`src/rtl/biquad_coeff_loader.sv`:
```
// Biquad coefficient loader: host-written staging table replayed into the FIR/IIR/incremental
// coefficient chains, one write every two cycles, followed by a shared commit pulse.
module biquad_coeff_loader #(
    parameter int NENTRY = 16,
    parameter int CBITS  = 18
) (
    input  logic                        clk,
    input  logic                        rst,
    input  logic [$clog2(NENTRY)-1:0]   host_adr_i,
    input  logic [1:0]                  host_tgt_i,
    input  logic [CBITS-1:0]            host_dat_i,
    input  logic                        host_wr_i,
    input  logic                        start_i,
    input  logic [$clog2(NENTRY):0]     len_i,
    output logic [1:0]                  coeff_adr_o,
    output logic [CBITS-1:0]            coeff_dat_o,
    output logic                        fir_wr_o,
    output logic                        iir_wr_o,
    output logic                        incr_wr_o,
    output logic                        coeff_update_o,
    output logic                        busy_o,
    output logic                        done_o,
    output logic                        err_o
);

    localparam int AW = $clog2(NENTRY);

    typedef enum logic [2:0] {
        IDLE,
        READ,
        STROBE,
        GAP,
        UPDATE,
        DONE
    } state_t;

    state_t state_q, state_d;

    logic [CBITS+1:0] mem_q [NENTRY];
    logic [AW:0]      idx_q, idx_d;
    logic [AW:0]      len_q, len_d;
    logic [1:0]       adr_q;
    logic [CBITS-1:0] dat_q;
    logic [2:0]       route_q;
    logic             busy_q, update_q, done_q, err_q;
    logic             accept;
    logic             rd_en;
    logic             wr_en;
    logic [CBITS+1:0] rd_word;

    function automatic logic [AW:0] clamp_len(input logic [AW:0] l);
        if (l > (AW+1)'(NENTRY))
            return (AW+1)'(NENTRY);
        return l;
    endfunction

    // One-hot strobe select {incr, iir, fir}; both FIR banks share the FIR strobe.
    function automatic logic [2:0] route_of(input logic [1:0] tgt);
        case (tgt)
            2'd2:    return 3'b010;
            2'd3:    return 3'b100;
            default: return 3'b001;
        endcase
    endfunction

    assign accept  = (state_q == IDLE) && start_i && !rst;
    assign wr_en   = host_wr_i && !busy_q && !rst;
    assign rd_en   = (state_d == STROBE);
    assign rd_word = mem_q[idx_q[AW-1:0]];

    // Staging table: never cleared, so contents survive reset and aborted replays.
    always_ff @(posedge clk) begin
        if (wr_en)
            mem_q[host_adr_i] <= {host_tgt_i, host_dat_i};
    end

    always_comb begin
        state_d = state_q;
        idx_d   = idx_q;
        len_d   = len_q;
        case (state_q)
            IDLE: begin
                if (accept) begin
                    state_d = READ;
                    idx_d   = '0;
                    len_d   = clamp_len(len_i);
                end
            end
            READ: begin
                state_d = (len_q == '0) ? UPDATE : STROBE;
            end
            STROBE: begin
                state_d = GAP;
            end
            GAP: begin
                state_d = (idx_q < len_q) ? STROBE : UPDATE;
            end
            UPDATE: begin
                state_d = DONE;
            end
            DONE: begin
                state_d = IDLE;
            end
            default: begin
                state_d = IDLE;
            end
        endcase
        if (rd_en)
            idx_d = idx_d + 1'b1;
    end

    always_ff @(posedge clk) begin
        if (rst) begin
            state_q <= IDLE;
            idx_q   <= '0;
            len_q   <= '0;
        end else begin
            state_q <= state_d;
            idx_q   <= idx_d;
            len_q   <= len_d;
        end
    end

    // Read register doubles as the coefficient output: it loads on entry to STROBE and
    // holds through GAP, so adr/dat stay stable until the next strobe.
    always_ff @(posedge clk) begin
        if (rst) begin
            adr_q   <= '0;
            dat_q   <= '0;
            route_q <= '0;
        end else begin
            route_q <= '0;
            if (rd_en) begin
                adr_q   <= rd_word[CBITS+1:CBITS];
                dat_q   <= rd_word[CBITS-1:0];
                route_q <= route_of(rd_word[CBITS+1:CBITS]);
            end
        end
    end

    always_ff @(posedge clk) begin
        if (rst) begin
            busy_q   <= 1'b0;
            update_q <= 1'b0;
            done_q   <= 1'b0;
            err_q    <= 1'b0;
        end else begin
            busy_q   <= (state_d == READ) || (state_d == STROBE) ||
                        (state_d == GAP)  || (state_d == UPDATE);
            update_q <= (state_d == UPDATE);
            done_q   <= (state_d == DONE);
            err_q    <= host_wr_i && busy_q;
        end
    end

    assign coeff_adr_o    = adr_q;
    assign coeff_dat_o    = dat_q;
    assign fir_wr_o       = route_q[0];
    assign iir_wr_o       = route_q[1];
    assign incr_wr_o      = route_q[2];
    assign coeff_update_o = update_q;
    assign busy_o         = busy_q;
    assign done_o         = done_q;
    assign err_o          = err_q;

endmodule

```
`config.mk`:
```
export PLATFORM = sky130hd
export DESIGN_NAME = biquad_coeff_loader
export DESIGN_NICKNAME = d
export VERILOG_FILES = /design/src/rtl/biquad_coeff_loader.sv
export SDC_FILE = /design/constraint.sdc
export NUM_CORES = 1
export LEC_CHECK = 0
export CORE_MARGIN = 4
export CORE_UTILIZATION = 54
export CTS_BUF_LIST = sky130_fd_sc_hd__clkbuf_4
export DETAILED_ROUTE_END_ITERATION = 8
export PLACE_DENSITY_LB_ADDON = 0.25
export SLEW_MARGIN = 20
export SYNTH_ARGS = -nofsm -noshare
export SYNTH_HDL_FRONTEND = slang
export SYNTH_SLANG_ARGS = --single-unit
export TNS_END_PERCENT = 50
```
`constraint.sdc`:
```
create_clock -name clk -period 2.8 [get_ports clk]
set_input_delay 0.56 -clock clk [delete_from_list [all_inputs] [get_ports clk]]
set_output_delay 0.56 -clock clk [all_outputs]
set_load 0.005 [all_outputs]
```
==> results of run 1 <==
state kept, by name, indices dropped and copies added (netlist names):
signal and flops:
len_q 5, idx_q 5, coeff_update_o 1, busy_o 1, coeff_dat_o 18, done_o 1, err_o 1, state_q 3
mem_q 320, route_q 3, coeff_adr_o 2
cells in the mapped netlist (all sizes together) (6+ instances only):
library cell,number,area [sq um]
a221oi,19,285
o22ai,19,119
mux4,80,1800
edfxtp,320,9610
o21ai,9,48.8
nand3,10,50.1
inv,7,26.3
nand2b,6,37.5
a21oi,10,50.1
nor3,9,45.0
clkbuf,15,56.3
a22o,19,166
dfxtp,40,801
nand2,33,124
buf,22,156
nor2,22,82.6
worst max-delay path: cells and delay by family (launching register included):
family	cells	cell delay, ns
compound gates	4	1.52
flops	1	0.39
fa+ha+maj	1	0.34
simple gates	1	0.07
final cells by class:
type,count,area share
diodes,1,0.000153
flip-flops and latches,360,0.637
well taps,330,0.0253
repair buffers,114,0.0660
clock buffers,128,0.0588
multi-input cells,273,0.196
clock inverters,36,0.0151
inverters,8,0.00184
per-layer routing:
layer,vias to the layer above,global-route usage
met5,-,0
met2,285,0.383
met4,0,0.0716
met3,64,0.0522
met1,3714,0.277
li1,3231,-
worst max-delay path by stage:
stage / start / end / slack (ns) / cells past startpoint
after floorplan: rst / mem_q[4][0]$_DFFE_PP_ / -0.04 / 3
after global placement: host_wr_i / mem_q[11][17]$_DFFE_PP_ / 0.28 / 7
after detailed placement: host_wr_i / mem_q[11][16]$_DFFE_PP_ / 0.23 / 7
after CTS: idx_q[2]$_SDFF_PP0_ / coeff_adr_o[1]$_SDFFE_PP0N_ / 0.27 / 6
after global routing: idx_q[2]$_SDFF_PP0_ / coeff_dat_o[8]$_SDFFE_PP0N_ / 0.09 / 6
final: idx_q[2]$_SDFF_PP0_ / coeff_adr_o[1]$_SDFFE_PP0N_ / 0.27 / 6
layout by cell type (no fill, tap or decap), drive strengths merged:
| cell | instances |
|---|---|
| edfxtp | 320 |
| clkbuf | 128 |
| mux4 | 80 |
| clkdlybuf4s50 | 59 |
| buf | 55 |
| dfxtp | 40 |
| nand2 | 33 |
| clkinv | 31 |
| nor2 | 22 |
| a22o | 19 |
| a221oi | 19 |
| o22ai | 19 |
| nand3 | 10 |
| a21oi | 10 |
| inv | 9 |
| nor3 | 9 |
| o21ai | 9 |
| nand2b | 6 |
| ha | 5 |
| nor2b | 5 |
| bufinv | 4 |
| and2 | 3 |
| nor3b | 3 |
| mux2i | 3 |
| a31oi | 3 |
| a21o | 2 |
| and3 | 2 |
| a22oi | 2 |
| a31o | 2 |
| diode | 1 |
| nand3b | 1 |
| or3 | 1 |
| o31ai | 1 |
| o2111ai | 1 |
| nand4 | 1 |
| and4b | 1 |
| o31a | 1 |
power groups by stage:
stage | Clock [mW] | Sequential (mW) | Combinational, mW
after CTS | 4.60 | 5.94 | 0.577
after global placement | 0 | 6.05 | 0.558
after floorplan | 0 | 6.03 | 0.316
after detailed placement | 0 | 6.05 | 0.575
final | 4.48 | 5.94 | 0.570
after global routing | 4.92 | 5.94 | 0.614
logic make-up after synthesis:
| family | count (synthesis) | share of synthesized area |
|---|---|---|
| flops | 360 | 0.755 |
| simple gates | 97 | 0.0333 |
| compound gates | 88 | 0.0563 |
| mux | 83 | 0.133 |
| buf+inv | 45 | 0.0176 |
| fa+ha+maj | 5 | 0.00454 |
==> metrics.txt, run 1 <==
status=completed; CTS HTree Levels=3; Mapped Nets=about 720; critical path type=flip-flop to flip-flop; Metal-1 WL=roughly 11000 microns; vias in the first global route=7683; largest stage delay on the critical path=about 0.81 ns; CTS max path bufs=3; Sw Pwr=between 2 and 2.5 mW; Netlist Area Pre-Place=13800 sq um; Initial Utilization=0.549; reg2reg setup slack=~0.27 ns; Max Cap Violations=0; Initial DRC Count=just under 600; clock skew=approximately 0.041 ns; mean post-synth cell area=between 20 and 25 sq um; placed cells=between 1000 and 1500; setup ws final=between 0.2 and 0.3 ns; WL final=30000 microns; core area=25100 sq um; maximum VDD drop=approximately 0.00044 V; post-route cell area=16300 sq um; Slew Viols, Final=0; Sw Share=0.213; metal2 WL=16100 microns; first-pass GRT wire length=46200 microns; Sum Neg Setup Slack=0 ns; worst hold stages=3; final setup fails=0; Post-synth ARST share=0; RR Startpoint=idx_q[2]$_SDFF_PP0_; Die Ht=approximately 170 microns; Leak=5.40 nW; post-CTS setup buffers=0; total CTS buffers=between 80 and 90; crit path DAT=approximately 3.1 ns; Nets=884; fin crit share=0.905; post-route antenna net violation count=0; root buffer cell=clkbuf_4; GRT Resource Usage Total=0.221; Fillers=around 1700; synth unique cells=42; crit path time final=2.53 ns; antenna violations before repair=1; routability cong.=around 0.84; share of cells above drive strength 1=0.346; Startpoint Class=flip-flop; dpl ws=about 0.23 ns; CTS tree=done; row count=58; Gate Count Post-Synth=around 680; RSZ-0062 raised after global routing=no; cell area power density=about 670 nW/um^2; f_max=about 390 MHz; Final Power=between 10 and 15 mW; Seq pwr share=0.540; Max-Slew Margin vs Limit=0.238; num ports=60; Post-synth EDFFs=320; Die W=~170 microns; Hold EP=len_q[1]$_SDFFE_PP0P_; Final Hold Fails=0; vias per inst=roughly 6; Reg area=around 10000 sq um; ordered cell list for the critical path=ha_1, nand2_1, o21ai_1, a31oi_4, o21ai_2, o22ai_1; Hold Path Origin=len_i[1]; Critical Path RT=3.32 ns; Finished Layout Cells=roughly 1300; clock share of power=0.408; Max Used Layer=met4; clock-pin transition on the worst setup and hold timing paths=about 0.080 ns; Multi-input gate area=3200 sq um; post-cts hold buffer count=0; Reg-to-Reg End=coeff_adr_o[1]$_SDFFE_PP0N_; CTS resizes=0; Hold Slack=0.421 ns; clock sink total=360; port bufs=59; Synth warnings=0; WL met3=1890 microns; CP Max Fanout=21; DRC viols=0; Seq/Total Area, Yosys=0.755; Critical Path End Type=flip-flop; Slowest-stage cell, CP=o21ai_2; Worst Max-Slew Pin Slew=1.14 ns; Area growth, synth to finish=18.6%; Vias=between 7000 and 8000; final core occ=0.651; Most used DFF post-synth=edfxtp_1; HPWL Detailed=around 20000 microns; Die ar.=between 20000 and 30000 sq um; combinational fraction of design power=0.052; GRT overflow=0; Routed WL per cell=~24 microns; clk_lat worst skew=just over 0.7 ns; #FFs+latches synth=between 300 and 400; internal power=approximately 8.6 mW; largest net degree at the start of global routing=83; DP Area=approximately 15000 sq um; HP Class=input pin to flip-flop; worst reg2reg path depth=6; DRT Pass-1 Iters=5
Power figures use the tool's default switching activity.
==> inputs of run 2 (changes only) <==
--- a/config.mk
+++ b/config.mk
@@ -5,9 +5,10 @@
 export SDC_FILE = /design/constraint.sdc
 export NUM_CORES = 1
 export LEC_CHECK = 0
-export CORE_MARGIN = 4
+export CORE_MARGIN = 1.5
 export CORE_UTILIZATION = 54
 export CTS_BUF_LIST = sky130_fd_sc_hd__clkbuf_4
+export CTS_CLUSTER_DIAMETER = 200
 export DETAILED_ROUTE_END_ITERATION = 8
 export PLACE_DENSITY_LB_ADDON = 0.25
 export SLEW_MARGIN = 20
==> run 2 against run 1 <==
Effect of this change: sequential power is essentially flat; highest routed layer unchanged; maximum frequency up 0.54%; critical path depth stayed put; sequential cell count unchanged.
==> metrics.txt, run 2 (synthesized netlist as in run 1, its figures left out) <==
vias per inst=5.88 (was 5.84); HPWL Detailed=19600 microns (was 19500 microns); port bufs=59 (unchanged); WL final=30000 microns (about the same); vias in the first global route=7792 (was 7683); root buffer cell=clkbuf_4 (unchanged); Max Cap Violations=0 (unchanged); CTS resizes=0 (unchanged); post-route antenna net violation count=0 (unchanged); max FFs per register=320 (unchanged); routability cong.=0.887 (was 0.841); fin crit share=0.900 (was 0.905); Hold Slack=0.440 ns (was 0.421 ns); largest net degree at the start of global routing=45 (was 83); clock sink total=360 (unchanged); Max-Slew Margin vs Limit=0.289 (was 0.238); row count=58 (unchanged); Die W=163 microns (was 168 microns); post-cts hold buffer count=0 (unchanged); Max Used Layer=met4 (unchanged); final setup fails=0 (unchanged); Buffers & Inverters on Critical Path=0 (unchanged); f_max=397 MHz (was 395 MHz); core area=25100 sq um (unchanged); clk_lat worst skew=0.70 ns (was 0.71 ns); WL met3=1710 microns (was 1890 microns); setup ws final=0.280 ns (was 0.266 ns); Die Ht=163 microns (was 168 microns); RSZ-0062 raised after global routing=no (unchanged); final core occ=0.648 (was 0.651); total CTS buffers=87 (was 89); dpl ws=0.208 ns (was 0.233 ns); Initial Utilization=0.549 (unchanged); Final Power=10.6 mW (was 11.0 mW); critical path type=flip-flop to flip-flop (unchanged); first-pass GRT wire length=46000 microns (was 46200 microns); Worst Max-Slew Pin Slew=1.07 ns (was 1.14 ns); share of cells above drive strength 1=0.347 (was 0.346); Metal-1 WL=11900 microns (was 11300 microns); num ports=60 (unchanged); HP Class=input pin to flip-flop (unchanged); Most flops, register=mem_q (unchanged); Final Hold Fails=0 (unchanged); status=completed (unchanged); DRC viols=0 (unchanged); CP Max Fanout=21 (unchanged); crit path time final=2.52 ns (was 2.53 ns); GRT Resource Usage Total=0.240 (was 0.221); CTS HTree Levels=3 (unchanged); Die ar.=26500 sq um (was 28100 sq um); CTS tree=done (unchanged); Area growth, synth to finish=18.1% (was 18.6%); Vias=7317 (was 7294); ordered cell list for the critical path=ha_1, nand2_1, o21ai_1, a31oi_4, o21ai_2, o22ai_1 (unchanged); clock-pin transition on the worst setup and hold timing paths=0.06 ns (was 0.08 ns); Leak=5.36 nW (was 5.40 nW); CP delay by family, top=compound AO/OA/AOI/OAI gates (unchanged); metal2 WL=15500 microns (was 16100 microns); Critical Path End Type=flip-flop (unchanged); clock skew=0.0342 ns (was 0.0410 ns); crit path DAT=3.04 ns (was 3.06 ns); RR Startpoint=idx_q[2]$_SDFF_PP0_ (unchanged); Slew Viols, Final=0 (unchanged); Critical Path RT=3.32 ns (about the same); CP startpoint=idx_q[2]$_SDFF_PP0_ (unchanged); antenna violations before repair=1 (unchanged); Nets=883 (was 884); cell area power density=654 nW/um^2 (was 672 nW/um^2); Slowest-stage cell, CP=o21ai_2 (unchanged); Routed WL per cell=24.1 microns (was 24.0 microns); CTS max path bufs=3 (unchanged); largest stage delay on the critical path=0.86 ns (was 0.81 ns); most frequent cells in the layout=edfxtp_1 (320), clkbuf_4 (126), mux4_2 (80) (was edfxtp_1 (320), clkbuf_4 (128), mux4_2 (80)); DRT Pass-1 Iters=5 (unchanged); Hold Path Origin=len_i[0] (was len_i[1]); maximum VDD drop=0.000533 V (was 0.000442 V); Sum Neg Setup Slack=0 ns (unchanged); GRT overflow=0 (unchanged); Startpoint Class=flip-flop (unchanged); post-CTS setup buffers=0 (unchanged); commonest non-fill, non-tap cell in the layout=edfxtp_1 (unchanged); Initial DRC Count=742 (was 596)
run 2: metrics by stage:
stage / area (sq um) / cells
after CTS: 16300 / 1244
after global placement: 15200 / 1086
after detailed placement: 15200 / 1086
after global routing: 16300 / 1245
final: 16300 / 1245
after floorplan: 13800 / 678
run 2: layout make-up:
cell class / count / area [sq um]
Antenna cell: 1 / 2.50
Clock buffer: 126 / 946
Clock inverter: 32 / 160
Fill cell: 1739 / 8830
Inverter: 8 / 30.0
Multi-Input combinational cell: 273 / 3200
Sequential cell: 360 / 10400
Tap cell: 330 / 413
Timing Repair Buffer: 115 / 1110
run 2: power by group:
group | switching [mW] | internal (mW)
Combinational | 0.305 | 0.260
Clock | 1.97 | 2.17
Sequential | 0.0371 | 5.90
run 2: per-layer routing:
layer	vias up	track usage
li1	3218	-
met1	3755	0.313
met2	291	0.397
met3	53	0.0491
met4	0	0.101
met5	-	0
run 2: worst reg2reg max path, cell delays in order (launching register included):
cell and delay, ns:
dfxtp_1 0.39, ha_1 0.33, nand2_1 0.05, o21ai_1 0.31, a31oi_4 0.17, o21ai_2 0.86
o22ai_1 0.24
run 2: final timing paths:
kind | endpoint | slack (ns) | cells past startpoint
setup / recovery | coeff_dat_o[6]$_SDFFE_PP0N_ | 0.28 | 6
hold / removal | len_q[0]$_SDFFE_PP0P_ | 0.44 | 3
setup reg to reg | coeff_dat_o[6]$_SDFFE_PP0N_ | 0.28 | 6
hold reg to reg | coeff_dat_o[5]$_SDFFE_PP0N_ | 0.47 | 2
